`src/rtl/capture_ctrl.sv`:
```
// Capture controller: decimated circular trace writer with pre/post-trigger regions.
// Define AUTO_TRIG_EN to force a trigger after AUTO_TIMEOUT armed sample strobes.
module capture_ctrl #(
  parameter int unsigned ADDR_W       = 9,
  parameter int unsigned DEC_W        = 4,
  parameter logic [15:0] AUTO_TIMEOUT = 16'd50000
) (
  input  logic              clk,
  input  logic              rst_n,
  input  logic              cap_start,
  input  logic              dump_busy,
  input  logic [1:0]        trig_src,
  input  logic              trig_edge,
  input  logic              trig1,
  input  logic              trig2,
  input  logic [ADDR_W-1:0] trig_pos,
  input  logic [DEC_W-1:0]  decimator,
  input  logic              clr_cap_done,
  output logic              we,
  output logic              cap_en,
  output logic [ADDR_W-1:0] cap_addr,
  output logic [ADDR_W-1:0] trace_end,
  output logic              armed,
  output logic              triggered,
  output logic              capture_done
);

  // Wide enough to hold 2**decimator-1 for every decimator value.
  localparam int unsigned DecCntW = 1 << DEC_W;
  localparam logic [ADDR_W:0] DepthW = {1'b1, {ADDR_W{1'b0}}};

  typedef enum logic [2:0] {StIdle, StWrt, StArmed, StPost, StDone} state_e;

  state_e               state_q, state_d;
  logic [DecCntW-1:0]   dec_cnt_q, dec_cnt_d, dec_mask;
  logic [ADDR_W-1:0]    cap_addr_q, cap_addr_d;
  logic [ADDR_W-1:0]    trace_end_q, trace_end_d;
  logic [ADDR_W:0]      pre_cnt_q, pre_cnt_d, pre_cnt_inc;
  logic [ADDR_W:0]      post_cnt_q, post_cnt_d, post_cnt_inc;
  logic [ADDR_W:0]      pre_need, post_need;
  logic [ADDR_W-1:0]    tp_eff;
  logic                 prev_q, sel, edge_hit, strobe, capturing, start_ok, auto_fire;

  assign dec_mask  = ~({DecCntW{1'b1}} << decimator);
  assign strobe    = (dec_cnt_q == dec_mask);
  assign capturing = (state_q == StWrt) || (state_q == StArmed) || (state_q == StPost);
  assign start_ok  = cap_start && !dump_busy;

  always_comb begin
    tp_eff = trig_pos;
    if (trig_pos == '0) tp_eff = ADDR_W'(1);
  end

  assign post_need    = {1'b0, tp_eff};
  assign pre_need     = DepthW - post_need;
  assign pre_cnt_inc  = pre_cnt_q + 1'b1;
  assign post_cnt_inc = post_cnt_q + 1'b1;

  always_comb begin
    sel = 1'b0;
    case (trig_src)
      2'd0:    sel = trig1;
      2'd1:    sel = trig2;
      default: sel = 1'b0;
    endcase
  end

  assign edge_hit = trig_edge ? (sel & ~prev_q) : (~sel & prev_q);

`ifdef AUTO_TRIG_EN
  logic [15:0] auto_cnt_q, auto_cnt_d;

  // Held at zero outside ARMED so every arming starts a fresh timeout.
  always_comb begin
    auto_cnt_d = '0;
    auto_fire  = 1'b0;
    if (state_q == StArmed) begin
      auto_cnt_d = auto_cnt_q;
      if (strobe) begin
        auto_cnt_d = auto_cnt_q + 1'b1;
        auto_fire  = (auto_cnt_d == AUTO_TIMEOUT);
      end
    end
  end

  always_ff @(posedge clk) begin
    if (!rst_n) auto_cnt_q <= '0;
    else        auto_cnt_q <= auto_cnt_d;
  end
`else
  logic unused_auto_timeout;
  assign unused_auto_timeout = ^AUTO_TIMEOUT;
  assign auto_fire = 1'b0;
`endif

  always_comb begin
    state_d     = state_q;
    dec_cnt_d   = strobe ? '0 : dec_cnt_q + 1'b1;
    cap_addr_d  = cap_en ? cap_addr_q + 1'b1 : cap_addr_q;
    trace_end_d = trace_end_q;
    pre_cnt_d   = pre_cnt_q;
    post_cnt_d  = post_cnt_q;
    unique case (state_q)
      StIdle: begin
        if (start_ok) begin
          state_d    = StWrt;
          dec_cnt_d  = '0;
          cap_addr_d = '0;
          pre_cnt_d  = '0;
        end
      end
      StWrt: begin
        if (cap_en) begin
          pre_cnt_d = pre_cnt_inc;
          if (pre_cnt_inc == pre_need) state_d = StArmed;
        end
      end
      StArmed: begin
        if (edge_hit || (trig_src == 2'd2) || auto_fire) begin
          state_d    = StPost;
          post_cnt_d = '0;
        end
      end
      StPost: begin
        if (cap_en) begin
          post_cnt_d = post_cnt_inc;
          if (post_cnt_inc == post_need) begin
            trace_end_d = cap_addr_q;
            state_d     = StDone;
          end
        end
      end
      StDone: begin
        // A restart keeps cap_addr running so the buffer stays circular.
        if (start_ok) begin
          state_d   = StWrt;
          dec_cnt_d = '0;
          pre_cnt_d = '0;
        end else if (clr_cap_done) begin
          state_d = StIdle;
        end
      end
      default: state_d = StIdle;
    endcase
  end

  always_ff @(posedge clk) begin
    if (!rst_n) begin
      state_q     <= StIdle;
      dec_cnt_q   <= '0;
      cap_addr_q  <= '0;
      trace_end_q <= '0;
      pre_cnt_q   <= '0;
      post_cnt_q  <= '0;
      prev_q      <= 1'b0;
    end else begin
      state_q     <= state_d;
      dec_cnt_q   <= dec_cnt_d;
      cap_addr_q  <= cap_addr_d;
      trace_end_q <= trace_end_d;
      pre_cnt_q   <= pre_cnt_d;
      post_cnt_q  <= post_cnt_d;
      prev_q      <= sel;
    end
  end

  assign we           = capturing;
  assign cap_en       = strobe && capturing;
  assign cap_addr     = cap_addr_q;
  assign trace_end    = trace_end_q;
  assign armed        = (state_q == StArmed);
  assign triggered    = (state_q == StPost) || (state_q == StDone);
  assign capture_done = (state_q == StDone);

endmodule

```
`config.mk`:
```
export PLATFORM = sky130hd
export DESIGN_NAME = capture_ctrl
export DESIGN_NICKNAME = d
export VERILOG_FILES = /design/src/rtl/capture_ctrl.sv
export SDC_FILE = /design/constraint.sdc
export NUM_CORES = 1
export LEC_CHECK = 0
export ABC_CLOCK_PERIOD_IN_PS = 3900
export CAP_MARGIN = 20
export CELL_PAD_IN_SITES_DETAIL_PLACEMENT = 0
export CELL_PAD_IN_SITES_GLOBAL_PLACEMENT = 1
export CORE_AREA = 3 3 139 74
export CTS_BUF_LIST = sky130_fd_sc_hd__clkbuf_4
export CTS_CLUSTER_SIZE = 25
export DETAILED_ROUTE_END_ITERATION = 8
export DIE_AREA = 0 0 142 77
export PLACE_DENSITY = 0.8
export SKIP_CTS_REPAIR_TIMING = 1
export SYNTH_ARGS = -nofsm -noshare
export SYNTH_HDL_FRONTEND = slang
export SYNTH_SLANG_ARGS = --single-unit
```
`constraint.sdc`:
```
create_clock -name clk -period 3.9 [get_ports clk]
set_input_delay 1.17 -clock clk [delete_from_list [all_inputs] [get_ports clk]]
set_output_delay 1.17 -clock clk [all_outputs]
set_load 0.01 [all_outputs]
```
==> flow_metrics.env, run 1 <==
export IMPL_clock_sinks=58
export IMPL_powerDensity_mw_per_mm2=250
export IMPL_whs_ps=485
export IMPL_post_drt_wl_per_cell_um=15.0
export IMPL_synth_distinct_cells=58
export IMPL_yosys_top_cells_area="dfxtp_1 31%, xnor2_1 7.4%, a21oi_1 5.2%"
export IMPL_dp_cells=684
export IMPL_final_seq_area_mm2=0.00116
export IMPL_finalPower_mw=1.20
export IMPL_multiInputGateArea_mm2=0.00248
export IMPL_drt_wl_total_um=10500
export IMPL_num_fill_cells=889
export IMPL_dr_pass1_iters=4
export IMPL_synth_warnings=0
export IMPL_ys_seq_area_share_pct=30.8
export IMPL_peakVddDrop_mv=0.154
export IMPL_gp_congestion=0.881
export IMPL_drtIter0Drc=317
export IMPL_design_core_area_mm2=0.00923
export IMPL_stdcell_count=701
export IMPL_portBuffers=45
export IMPL_area_delta_synth_final_pct=26.5
export IMPL_crit_path_max_fanout=4
export IMPL_final_hold_viol_count=0
export IMPL_synth_top_area_cell="dfxtp_1"
export IMPL_finalMaxSlewViolations=0
export IMPL_clk_path_buf_depth=2
export IMPL_synth_avg_cell_area_um2=7.47
export IMPL_htree_levels=3
export IMPL_ys_seq_elements=58
export IMPL_startpoint="decimator[3]"
export IMPL_fin_crit_ps=3830
export IMPL_synth_commonest_cells="58 x dfxtp_1, 48 x nor2_1, 42 x nand2_1, 39 x a21oi_1, 37 x nand3_1"
export IMPL_ys_flop_type="dfxtp_1"
export IMPL_cts_buffers=9
export IMPL_drive_gt1_share_pct=13.4
export IMPL_start_kind="input port"
export IMPL_dieHeight_um=77
export IMPL_grt_max_degree=32
export IMPL_syn_nets=533
export IMPL_slowest_delay_ps=480
export IMPL_crit_required_ps=2730
export IMPL_clk_pin_slew_ps=90
export IMPL_synthCells=505
export IMPL_hold_class="flip-flop to flip-flop"
export IMPL_cp_num_buf_inv=2
export IMPL_crit_chain="clkbuf_2 > nor2b_1 > or4_1 > a211oi_2 > nor4b_4 > buf_2"
export IMPL_worst_r2r_startpoint="post_cnt_q[0]"
export IMPL_yosysTopAreaCellShare_pct=30.8
export IMPL_rows=25
export IMPL_dieArea_mm2=0.0109
export IMPL_hold_start="trace_end[4]"
export IMPL_fp_dieW_um=142
export IMPL_finClkSkew_ps=12.8
export IMPL_final_setup_viol_count=0
export IMPL_crit_arrival_ps=2660
export IMPL_tightest_slew_ps=549
export IMPL_synth_edf_count=0
export IMPL_synth_area_mm2=0.00377
export IMPL_status="finished clean"
export IMPL_antenna_found_initial=0
export IMPL_drtAntennaViolNets=0
export IMPL_p_leak_nw=1.76
export IMPL_fmax_mhz=261
export IMPL_finalCritPeriodShare_pct=98.1
export IMPL_hpwl_um=8080
export IMPL_max_cap_violations=0
export IMPL_drc=0
export IMPL_critPathSlowestCell="or4_1"
export IMPL_insertedDiodeCount=0
export IMPL_viasPerCell=5.47
export IMPL_ios=46
export IMPL_grt_pass1_wl_um=17900
export IMPL_cts_tree="yes"
export IMPL_yosysMostFrequentCell="dfxtp_1"
export IMPL_dr_total_vias=3835
export IMPL_critical_path_top_delay_family="simple AND/OR/NAND/NOR gates"
export IMPL_async_flop_share_pct=0
export IMPL_crit_path_end_kind="output port"
export IMPL_clockRootBuffer="clkbuf_4"
export IMPL_grt_usage_pct=20.1
export IMPL_final_nets=604
export IMPL_worstSetupPathType="input port to output port"
export IMPL_slew_headroom_pct=63.1
export IMPL_start_util_pct=40.9
export IMPL_clk_latency_ps=410
export IMPL_first_global_vias=3589
export IMPL_gr_total_overflow=0
==> through the flow <==
stage / setup slack, ps / utilization, % / area (um^2) / setup TNS, ps
finish: 73.9 / 51.8 / 4780 / 0
global route: -33.0 / 51.8 / 4780 / -33.0
global placement: -700 / 49.6 / 4580 / -837
CTS: -759 / 51.0 / 4700 / -759
floorplan: 280 / - / 3770 / 0
detailed placement: -736 / 49.6 / 4580 / -1050
==> state kept, by name, indices dropped and copies added (netlist names) <==
signal,count
post_cnt_q,10
prev_q,1
state_q,3
pre_cnt_q,10
trace_end,9
dec_cnt_q,16
cap_addr,9
==> report_power, final <==
| group | switching, mW | leakage, nW | internal (mW) | total [mW] |
|---|---|---|---|---|
| Combinational | 0.0846 | 1.22 | 0.0807 | 0.165 |
| Clock | 0.222 | 0.0741 | 0.203 | 0.425 |
| Sequential | 0.00855 | 0.468 | 0.597 | 0.606 |
| Total | 0.315 | 1.76 | 0.880 | 1.20 |
==> tightest hold or removal path, cell delays in order (launching register included) <==
cell and delay [ps]:
dfxtp_1 320, o21ai_1 70, a21oi_1 60
==> logic make-up (layout without fill, tap and decap cells) <==
group / Yosys count / in the layout / share of synthesized area, %
mux: 3 / 3 / 0.796
simple gates: 228 / 228 / 31.7
buf+inv: 44 / 119 / 4.71
compound gates: 119 / 119 / 19.2
flops: 58 / 58 / 30.8
xor+xnor: 48 / 48 / 11.1
fa+ha+maj: 5 / 5 / 1.66
==> placed cells by master (no fill, tap or decap), types with 5 or more instances in the layout <==
cell | synthesis | layout
a211oi_1 | 6 | 5
a21oi_1 | 39 | 39
and2_1 | 11 | 10
and3_1 | 14 | 14
buf_4 | 0 | 37
clkbuf_4 | 0 | 11
clkdlybuf4s50_1 | 0 | 40
dfxtp_1 | 58 | 58
ha_1 | 5 | 5
inv_1 | 17 | 17
nand2_1 | 42 | 42
nand2b_1 | 6 | 6
nand3_1 | 37 | 36
nand4_1 | 6 | 6
nor2_1 | 48 | 48
nor2b_1 | 14 | 14
nor3_1 | 11 | 11
o21ai_0 | 35 | 32
o21ai_1 | 5 | 8
or2_2 | 5 | 5
or3_1 | 11 | 11
xnor2_1 | 32 | 32
xor2_1 | 16 | 16
==> layout make-up <==
type                       count  area share, %
tap                          121           3.17
inverter                      17           1.34
multi-input combinational    403           52.0
clock buffer                  11           1.73
clock inverter                 4          0.917
timing repair buffer          87           16.6
sequential                    58           24.3
==> metal layers <==
metal	GRT usage [%]	wire, um	up-vias	part of all wire, %
met2	27.9	4210	87	40
met4	4.79	81	0	0.77
met5	0	0	-	0
met3	4.80	580	10	5.5
li1	-	-	1939	-
met1	30.8	5660	1799	54
==> worst paths after layout <==
path | to | slack, ps | depth (start not counted)
min reg2reg | trace_end[4] | 490 | 2
max | cap_en | 70 | 6
max reg2reg | trace_end[6] | 1080 | 8
min | trace_end[4] | 490 | 2
Power figures use the tool's default switching activity.
==> run 2, diff against run 1 <==
GPL_ROUTABILITY_DRIVEN = 0   (was unset)
==> results of run 2 <==
Final layout, timing and power as in run 1 (identical DEF).
==> run 3, diff against run 2 <==
CORE_AREA = 3 3 163 86   (was 3 3 139 74)
DIE_AREA = 0 0 166 89   (was 0 0 142 77)
PLACE_DENSITY = 0.61   (was 0.8)
==> run 3 against run 2 <==
Wire length down 0.21%. Largest power group unchanged. Sequential cell count is the same. Global-route usage fell by 5.5 points. Critical path type unchanged. Final cell count increased by 7.1%. Clock skew is essentially flat. Critical path depth did not move. Core utilization fell by 13 points. Non-clock buffer count unchanged. Combinational power about the same. Clock power increased by 35%. Total power is 12% higher. Design area grew 2.3%.
==> flow_metrics.env, run 3 (synthesis gave the netlist of run 1 again) <==
export IMPL_startpoint="decimator[1]"
export IMPL_rows=29
export IMPL_htree_levels=3
export IMPL_portBuffers=45
export IMPL_final_hold_viol_count=0
export IMPL_tightest_slew_ps=516
export IMPL_reg2reg_slack_ps=1060
export IMPL_rsz0062_at_grt="no"
export IMPL_clk_latency_ps=420
export IMPL_p_clk_share_pct=42.8
export IMPL_post_drt_wl_per_cell_um=14.0
export IMPL_placed_area_mm2=0.00465
export IMPL_finalMaxSlewViolations=0
export IMPL_reg2regPathDepth=8
export IMPL_fmax_mhz=266
export IMPL_crit_end="cap_en"
export IMPL_drive_gt1_share_pct=13.1
export IMPL_dieArea_mm2=0.0148
export IMPL_max_cap_violations=0
export IMPL_regMostFlops="dec_cnt_q"
export IMPL_peakVddDrop_mv=0.164
export IMPL_cts_tree="yes"
export IMPL_antenna_found_initial=0
export IMPL_top_regs="dec_cnt_q: 16 flops, post_cnt_q: 10 flops, pre_cnt_q: 10 flops"
export IMPL_clk_path_buf_depth=2
export IMPL_crit_path_end_kind="output port"
export IMPL_clockRootBuffer="clkbuf_4"
export IMPL_hpwl_um=7860
export IMPL_grt_pass1_wl_um=17600
export IMPL_seq_power_share_pct=45.1
export IMPL_whs_ps=487
export IMPL_gr_total_overflow=0
export IMPL_crit_path_max_fanout=4
export IMPL_insertedDiodeCount=0
export IMPL_finalPower_mw=1.34
export IMPL_fp_dieW_um=166
export IMPL_num_fill_cells=1328
export IMPL_p_leak_nw=1.78
export IMPL_viasPerCell=4.86
export IMPL_p_sw_mw=0.342
export IMPL_final_setup_viol_count=0
export IMPL_drtIter0Drc=251
export IMPL_clock_sinks=58
export IMPL_dr_pass1_iters=4
export IMPL_powerDensity_mw_per_mm2=275
export IMPL_stdcell_area_mm2=0.00489
export IMPL_grt_max_degree=21
export IMPL_netSwitchingFraction_pct=25.5
export IMPL_finClkSkew_ps=12.8
export IMPL_ios=46
export IMPL_design_core_area_mm2=0.0126
export IMPL_slew_headroom_pct=65.4
export IMPL_final_cell_mix="58 x dfxtp_1, 48 x nor2_1, 42 x nand2_1, 40 x clkdlybuf4s50_1"
export IMPL_crit_required_ps=2730
export IMPL_power_internal_mw=1.00
export IMPL_finalCritPeriodShare_pct=96.3
export IMPL_r2r_end="trace_end[3]"
export IMPL_area_delta_synth_final_pct=29.4
export IMPL_fin_crit_ps=3760
export IMPL_dr_total_vias=3649
export IMPL_final_nets=604
export IMPL_status="finished clean"
export IMPL_dieHeight_um=89
export IMPL_drt_wl_total_um=10500
export IMPL_grt_usage_pct=14.6
export IMPL_drtAntennaViolNets=0
export IMPL_worstSetupPathType="input port to output port"
export IMPL_cts_buffers=9
export IMPL_first_global_vias=3503
export IMPL_crit_arrival_ps=2590
export IMPL_drc=0
export IMPL_worst_r2r_startpoint="post_cnt_q[0]"
export IMPL_start_util_pct=30.0
export IMPL_largest_reg_flops=16
export IMPL_hold_class="flip-flop to flip-flop"
export IMPL_start_kind="input port"
export IMPL_clk_pin_slew_ps=100
export IMPL_layout_commonest_cell="dfxtp_1"
export IMPL_power_frac_comb_pct=12.1
run 3: metrics by stage:
stage	setup TNS [ps]	std cells	worst slack, ps	utilization (%)
3_3_place_gp	-871	735	-737	36.9
5_1_grt	0	751	33.0	38.8
4_1_cts	-725	751	-725	38.4
6_report	0	751	144	38.8
3_5_place_dp	-991	735	-721	36.9
2_1_floorplan	0	505	280	-
run 3: power groups by stage:
stage	clock network (mW)	logic, mW	registers [mW]
floorplan	0	0.0855	0.614
global placement	0	0.157	0.620
detailed placement	0	0.158	0.620
CTS	0.601	0.159	0.606
global route	0.626	0.179	0.608
finish	0.574	0.162	0.606
run 3: critical path: stages:
cell and delay, ps:
dlymetal6s2s_1 170, nor4b_1 80, or4_1 490, a211oi_2 260, nor4b_4 240, buf_2 170
run 3: worst min path at each step:
stage	to	cells after the start	from	slack [ps]
after floorplan	pre_cnt_q[9]	2	pre_cnt_q[9]	450
after global placement	pre_cnt_q[9]	2	pre_cnt_q[9]	460
after detailed placement	trace_end[3]	2	trace_end[3]	470
after CTS	trace_end[3]	2	trace_end[3]	490
after global routing	trace_end[5]	2	trace_end[5]	530
final	trace_end[7]	2	trace_end[7]	490
run 3: cell type report:
type	instances	area [um^2]	share of cell area (%)
clock buffers	9	67.6	1.38
clock inverters	7	118	2.41
inverters	17	63.8	1.31
multi-input cells	403	2470	50.6
flip-flops and latches	58	1160	23.8
well taps	170	213	4.35
repair buffers	87	791	16.2
run 3: routing by layer:
layer	routed length [um]	vias up	GRT usage, %
met5	0	-	0
met4	75	0	3.92
met1	5390	1672	19.5
met3	292	5	3.67
li1	-	1940	-
met2	4760	32	24.0
